### src/rtl/dmem_arbiter.sv
// dmem_arbiter: shares one single-port byte RAM between a CPU (byte/half/word,
// big-endian, multi-beat) and a host loader (single byte). Round-robin on ties,
// one transfer at a time, registered outputs.
module dmem_arbiter #(
  parameter int ADDR_W = 6
) (
  input  logic              clk,
  input  logic              rst,
  input  logic              cpu_req,
  input  logic              cpu_we,
  input  logic [1:0]        cpu_size,
  input  logic [ADDR_W-1:0] cpu_addr,
  input  logic [31:0]       cpu_wdata,
  output logic [31:0]       cpu_rdata,
  output logic              cpu_done,
  input  logic              host_req,
  input  logic              host_we,
  input  logic [ADDR_W-1:0] host_addr,
  input  logic [7:0]        host_wdata,
  output logic [7:0]        host_rdata,
  output logic              host_done,
  output logic              mem_en,
  output logic              mem_we,
  output logic [ADDR_W-1:0] mem_addr,
  output logic [7:0]        mem_wdata,
  input  logic [7:0]        mem_rdata,
  output logic              busy
);

  typedef enum logic [1:0] {IDLE, XFER, DRAIN, DONE} state_t;
  localparam logic OWN_CPU  = 1'b0;
  localparam logic OWN_HOST = 1'b1;

  state_t            state_q, state_d;
  logic              owner_q, owner_d;
  logic              last_owner_q, last_owner_d;
  logic              we_q, we_d;
  logic [ADDR_W-1:0] addr_q, addr_d;
  logic [31:0]       wdata_q, wdata_d;
  logic [2:0]        n_q, n_d;
  logic [1:0]        k_q, k_d;
  logic [23:0]       acc_q, acc_d;
  logic              grant_host;

  logic              mem_en_q, mem_en_d;
  logic              mem_we_q, mem_we_d;
  logic [ADDR_W-1:0] mem_addr_q, mem_addr_d;
  logic [7:0]        mem_wdata_q, mem_wdata_d;
  logic              busy_q, busy_d;
  logic              cpu_done_q, cpu_done_d;
  logic              host_done_q, host_done_d;
  logic [31:0]       cpu_rdata_q, cpu_rdata_d;
  logic [7:0]        host_rdata_q, host_rdata_d;

  // Big-endian beat selection: beat k of an n-byte operand carries byte n-1-k.
  function automatic logic [7:0] byte_sel(input logic [31:0] w, input logic [2:0] n,
                                          input logic [1:0] k);
    logic [1:0] idx;
    idx = 2'(n - 3'd1 - {1'b0, k});
    return w[{idx, 3'b000} +: 8];
  endfunction

  // Next-state, beat sequencing and read assembly.
  always_comb begin
    state_d      = state_q;
    owner_d      = owner_q;
    last_owner_d = last_owner_q;
    we_d         = we_q;
    addr_d       = addr_q;
    wdata_d      = wdata_q;
    n_d          = n_q;
    k_d          = k_q;
    acc_d        = acc_q;
    grant_host   = 1'b0;
    mem_en_d     = 1'b0;
    mem_we_d     = 1'b0;
    mem_addr_d   = mem_addr_q;
    mem_wdata_d  = mem_wdata_q;
    cpu_done_d   = 1'b0;
    host_done_d  = 1'b0;
    cpu_rdata_d  = cpu_rdata_q;
    host_rdata_d = host_rdata_q;

    case (state_q)
      IDLE: begin
        if (cpu_req || host_req) begin
          // On a tie the requester that did not go last wins.
          grant_host   = (cpu_req && host_req) ? ~last_owner_q : host_req;
          owner_d      = grant_host;
          last_owner_d = grant_host;
          if (grant_host == OWN_HOST) begin
            we_d    = host_we;
            addr_d  = host_addr;
            wdata_d = {24'd0, host_wdata};
            n_d     = 3'd1;
          end else begin
            we_d    = cpu_we;
            addr_d  = cpu_addr;
            wdata_d = cpu_wdata;
            case (cpu_size)
              2'd0:    n_d = 3'd1;
              2'd1:    n_d = 3'd2;
              default: n_d = 3'd4;
            endcase
          end
          k_d         = 2'd0;
          acc_d       = 24'd0;
          state_d     = XFER;
          mem_en_d    = 1'b1;
          mem_we_d    = we_d;
          mem_addr_d  = addr_d;
          mem_wdata_d = byte_sel(wdata_d, n_d, 2'd0);
        end
      end
      XFER: begin
        // Read data of the previous beat arrives during this beat.
        if (!we_q && k_q != 2'd0)
          acc_d = {acc_q[15:0], mem_rdata};
        if (({1'b0, k_q} + 3'd1) == n_q) begin
          if (we_q) begin
            state_d     = DONE;
            cpu_done_d  = (owner_q == OWN_CPU);
            host_done_d = (owner_q == OWN_HOST);
          end else begin
            state_d = DRAIN;
          end
        end else begin
          k_d         = k_q + 2'd1;
          mem_en_d    = 1'b1;
          mem_we_d    = we_q;
          mem_addr_d  = addr_q + ADDR_W'({1'b0, k_q} + 3'd1);
          mem_wdata_d = byte_sel(wdata_q, n_q, k_d);
        end
      end
      DRAIN: begin
        // Final byte lands; upper bytes are zero because acc starts cleared.
        if (owner_q == OWN_CPU) begin
          cpu_rdata_d = {acc_q, mem_rdata};
          cpu_done_d  = 1'b1;
        end else begin
          host_rdata_d = mem_rdata;
          host_done_d  = 1'b1;
        end
        state_d = DONE;
      end
      DONE: state_d = IDLE;
      default: state_d = IDLE;
    endcase

    busy_d = (state_d != IDLE);
  end

  // State and registered outputs; reset clears control and all outputs.
  always_ff @(posedge clk) begin
    if (rst) begin
      state_q      <= IDLE;
      owner_q      <= OWN_CPU;
      last_owner_q <= OWN_HOST;
      mem_en_q     <= 1'b0;
      mem_we_q     <= 1'b0;
      mem_addr_q   <= '0;
      mem_wdata_q  <= 8'd0;
      busy_q       <= 1'b0;
      cpu_done_q   <= 1'b0;
      host_done_q  <= 1'b0;
      cpu_rdata_q  <= 32'd0;
      host_rdata_q <= 8'd0;
    end else begin
      state_q      <= state_d;
      owner_q      <= owner_d;
      last_owner_q <= last_owner_d;
      mem_en_q     <= mem_en_d;
      mem_we_q     <= mem_we_d;
      mem_addr_q   <= mem_addr_d;
      mem_wdata_q  <= mem_wdata_d;
      busy_q       <= busy_d;
      cpu_done_q   <= cpu_done_d;
      host_done_q  <= host_done_d;
      cpu_rdata_q  <= cpu_rdata_d;
      host_rdata_q <= host_rdata_d;
    end
  end

  // Operand and beat bookkeeping carry no reset; they are loaded on every grant.
  always_ff @(posedge clk) begin
    we_q    <= we_d;
    addr_q  <= addr_d;
    wdata_q <= wdata_d;
    n_q     <= n_d;
    k_q     <= k_d;
    acc_q   <= acc_d;
  end

  // Outputs are forced low for the whole reset cycle so an aborted beat never writes.
  assign mem_en     = mem_en_q & ~rst;
  assign mem_we     = mem_we_q & ~rst;
  assign mem_addr   = rst ? '0 : mem_addr_q;
  assign mem_wdata  = rst ? 8'd0 : mem_wdata_q;
  assign busy       = busy_q & ~rst;
  assign cpu_done   = cpu_done_q & ~rst;
  assign host_done  = host_done_q & ~rst;
  assign cpu_rdata  = rst ? 32'd0 : cpu_rdata_q;
  assign host_rdata = rst ? 8'd0 : host_rdata_q;

endmodule

### config.mk
export PLATFORM = sky130hd
export DESIGN_NAME = dmem_arbiter
export DESIGN_NICKNAME = d
export VERILOG_FILES = /design/src/rtl/dmem_arbiter.sv
export SDC_FILE = /design/constraint.sdc
export NUM_CORES = 1
export LEC_CHECK = 0
export BUFFER_PORTS_ARGS = -buffer_cell sky130_fd_sc_hd__buf_2
export CORE_ASPECT_RATIO = 0.9
export CORE_MARGIN = 5
export CORE_UTILIZATION = 25
export CTS_CLUSTER_SIZE = 10
export DETAILED_ROUTE_END_ITERATION = 7
export MAX_ROUTING_LAYER = met4
export PLACE_DENSITY_LB_ADDON = 0.15
export RECOVER_POWER = 100
export SLEW_MARGIN = 25
export SYNTH_ARGS = -nofsm -noshare
export SYNTH_HDL_FRONTEND = slang
export SYNTH_SLANG_ARGS = --single-unit
### constraint.sdc
create_clock -name clk -period 4.6 [get_ports clk]
set_clock_uncertainty 0.2 [all_clocks]
set_input_delay 0.69 -clock clk [delete_from_list [all_inputs] [get_ports clk]]
set_output_delay 0.69 -clock clk [all_outputs]
set_load 0.005 [all_outputs]
==> flow_metrics.env <==
export IMPL_finalCriticalPeriod_ns=3.57
export IMPL_netlist_instances=617
export IMPL_grt_overflow_total=0
export IMPL_netlist_top_cells_count="nand2_1 (93), nor2b_1 (88), edfxtp_1 (68), a21oi_1 (64), dfxtp_1 (63)"
export IMPL_crit_end="mem_addr_q[0]"
export IMPL_synthesis_nets=694
export IMPL_min_path_type="reg2reg"
export IMPL_crit_path_start="k_q[0]"
export IMPL_synth_flop_cell="edfxtp_1"
export IMPL_crit_path_start_kind="register"
export IMPL_ff2ff_setup_slack_ns=1.03
export IMPL_ios=127
export IMPL_nets=805
export IMPL_postCtsSetupBuffers=0
export IMPL_critPathMaxStageDelay_ns=0.73
export IMPL_worstMarginPinSlew_ns=2.18
export IMPL_yosysSeqAreaShare_pct=53.7
export IMPL_netlist_area_leader_share_pct=33.2
export IMPL_wl_um=17100
export IMPL_hold_viol_final=0
export IMPL_reg2reg_depth=7
export IMPL_crit_type="reg2reg"
export IMPL_cts_tree="built"
export IMPL_fp_dieW_um=175
export IMPL_coreArea_um2=24300
export IMPL_place_congestion=0.757
export IMPL_p_leak_nw=2.75
export IMPL_p_per_area_nw_per_um2=588
export IMPL_busiest_layer="met2"
export IMPL_crit_slowest_cell="clkbuf_1"
export IMPL_wl_per_cell_um=16.3
export IMPL_slew_viol_final=25
export IMPL_start_util_pct=25.3
export IMPL_drt_iter0_drc=292
export IMPL_clockBufferDepth=2
export IMPL_crit_chain="ha_1 -> nand2_1 -> o311ai_0 -> clkbuf_1 -> inv_1 -> o211ai_1 -> a21oi_1"
export IMPL_dieArea_um2=27800
export IMPL_cts_hold_buf=0
export IMPL_hold_slack_ns=0.250
export IMPL_drive_gt1_share_pct=17.9
export IMPL_vias_per_cell=4.55
export IMPL_grt_pass1_vias=5050
export IMPL_synth_warning_count=0
export IMPL_arrival_ns=3.65
export IMPL_synth_distinct_cells=47
export IMPL_use_met2_pct=20.8
export IMPL_root_buffer="clkbuf_16"
export IMPL_timing_fmax_mhz=280
export IMPL_ant_nets=0
export IMPL_synth_top_cell_by_area="edfxtp_1"
export IMPL_fin_setup_tns_ns=0
export IMPL_synth_edff_count=68
export IMPL_grt_usage_pct=12.6
export IMPL_grt_max_degree=56
export IMPL_cts_inserted_buffers=17
export IMPL_synthTopCellsByArea="edfxtp_1 (33%), dfxtp_1 (21%), nor2b_1 (9.0%)"
export IMPL_synthToLayoutAreaGrowth_pct=22.9
export IMPL_clock_sinks=131
export IMPL_crit_fanout=18
export IMPL_reg2reg_to="mem_addr_q[0]"
export IMPL_final_cells=1049
export IMPL_violations="capacitance limit, slew limit"
export IMPL_critPathCaptureType="register"
export IMPL_rsz0062_at_grt="no"
export IMPL_syn_area_um2=6150
export IMPL_place_inst=1017
export IMPL_grt_pass1_wl_um=27100
export IMPL_row_count=54
export IMPL_route_vias_total=4773
export IMPL_clk_latency_ns=0.42
export IMPL_cts_htree_levels=4
export IMPL_synthMostInstantiatedCell="nand2_1"
export IMPL_hpwl_um=11900
export IMPL_placement_io_buffers=126
export IMPL_fp_dieH_um=159
export IMPL_antenna_found_initial=0
export IMPL_num_antenna_cells=0
export IMPL_drc=0
export IMPL_dr_pass1_iters=4
export IMPL_cp_required_ns=4.68
export IMPL_ys_async_sr_fraction_pct=0
export IMPL_clkSlewWorstSetupHoldPaths_ns=0.06
export IMPL_peakVddDrop_uv=360
export IMPL_finalSetupViolations=0
export IMPL_cap_violations=1
export IMPL_cts_repair_resized=0
export IMPL_synth_seq_cells=131
export IMPL_grtUsageMet1_pct=15.6
export IMPL_period_share_pct=77.7
export IMPL_p_total_mw=4.44
export IMPL_slew_limit_headroom_pct=-45.3
export IMPL_syn_avg_cell_area_um2=9.96
export IMPL_gr_usage_met3_pct=2.57
export IMPL_r2r_start="k_q[0]"
export IMPL_status="finished with violations"
## placed cells by master, fill, tap and decap left out, types with 9 or more instances in the layout
cell type	n
edfxtp_1	68
clkbuf_1	54
clkbuf_2	9
buf_2	68
o21ai_0	14
nand2_1	93
mux2_2	16
clkbuf_16	17
mux2i_1	9
nor2_1	18
dfxtp_1	63
and2_1	21
a21oi_1	64
nor2b_1	88
nand3_1	12
## power breakdown
| part | internal (mW) | switching [mW] | leakage [nW] |
|---|---|---|---|
| sequential | 1.65 | 0.153 | 1.20 |
| clock | 0.732 | 0.584 | 0.284 |
| combinational | 0.453 | 0.865 | 1.27 |
| total | 2.84 | 1.60 | 2.75 |
## per-layer routing
| layer | vias up | share of wire (%) |
|---|---|---|
| met1 | 2282 | 46 |
| met3 | 26 | 3.5 |
| met5 | - | 0 |
| met2 | 103 | 49 |
| met4 | 0 | 2.0 |
| li1 | 2362 | - |
## stage by stage
stage	worst slack, ns	util (%)	instance area (µm²)
2_1_floorplan	2.19	-	6150
3_3_place_gp	1.68	29.2	7090
3_5_place_dp	1.62	29.3	7110
4_1_cts	1.61	31.7	7680
5_1_grt	0.767	31.1	7550
6_report	1.03	31.1	7550
## state kept, by name, summed over array words and instances, names as in the netlist
register and count:
cpu_rdata_q 32, wdata_q 32, acc_q 24, host_rdata_q 8, mem_wdata_q 8, addr_q 6
mem_addr_q 6, n_q 3, k_q 2, state_q 2, busy_q 1, cpu_done_q 1
host_done_q 1, last_owner_q 1, mem_en_q 1, mem_we_q 1, owner_q 1, we_q 1
## worst min-delay path by stage
stage                    from              to  cells past startpoint
5_1_grt        cpu_rdata_q[6]  cpu_rdata_q[6]                      2
4_1_cts        cpu_rdata_q[9]  cpu_rdata_q[9]                      2
3_5_place_dp   cpu_rdata_q[9]  cpu_rdata_q[9]                      2
6_report       cpu_rdata_q[9]  cpu_rdata_q[9]                      2
3_3_place_gp   cpu_rdata_q[9]  cpu_rdata_q[9]                      2
2_1_floorplan   mem_addr_q[0]   mem_addr_q[0]                      2
## critical path, delay by kind of cell, from the launching register on
kind                     cells  cell delay [ns]
AO/OA/AOI/OAI                3             0.78
AND/OR/NAND/NOR              1             0.37
flip-flops                   1             0.43
buffers and inverters        2             1.27
adder cells (fa/ha/maj)      1             0.39
## kinds of logic (layout without fill, tap and decap cells)
logic type                 after synthesis  in the layout  share of synthesized area [%]
xor gates and xnor gates                 8              8                           1.36
buffers and inverters                   54            178                           3.40
AOI/OAI and AO/OA                      113            113                           11.1
and+or+nand+nor                        269            269                           22.6
DFF                                    131            131                           53.7
muxes                                   33             33                           5.86
adders and majority gates                9              9                           1.95
## final cells by class
type                            instances  area, µm²
Timing Repair Buffer                  137        629
Multi-Input combinational cell        432       2630
Tap cell                              308        385
Inverter                                9       33.8
Sequential cell                       131       3300
Fill cell                            2517      16700
Clock inverter                         14        134
Clock buffer                           18        439
No activity file was read; power rests on OpenSTA's default activity.
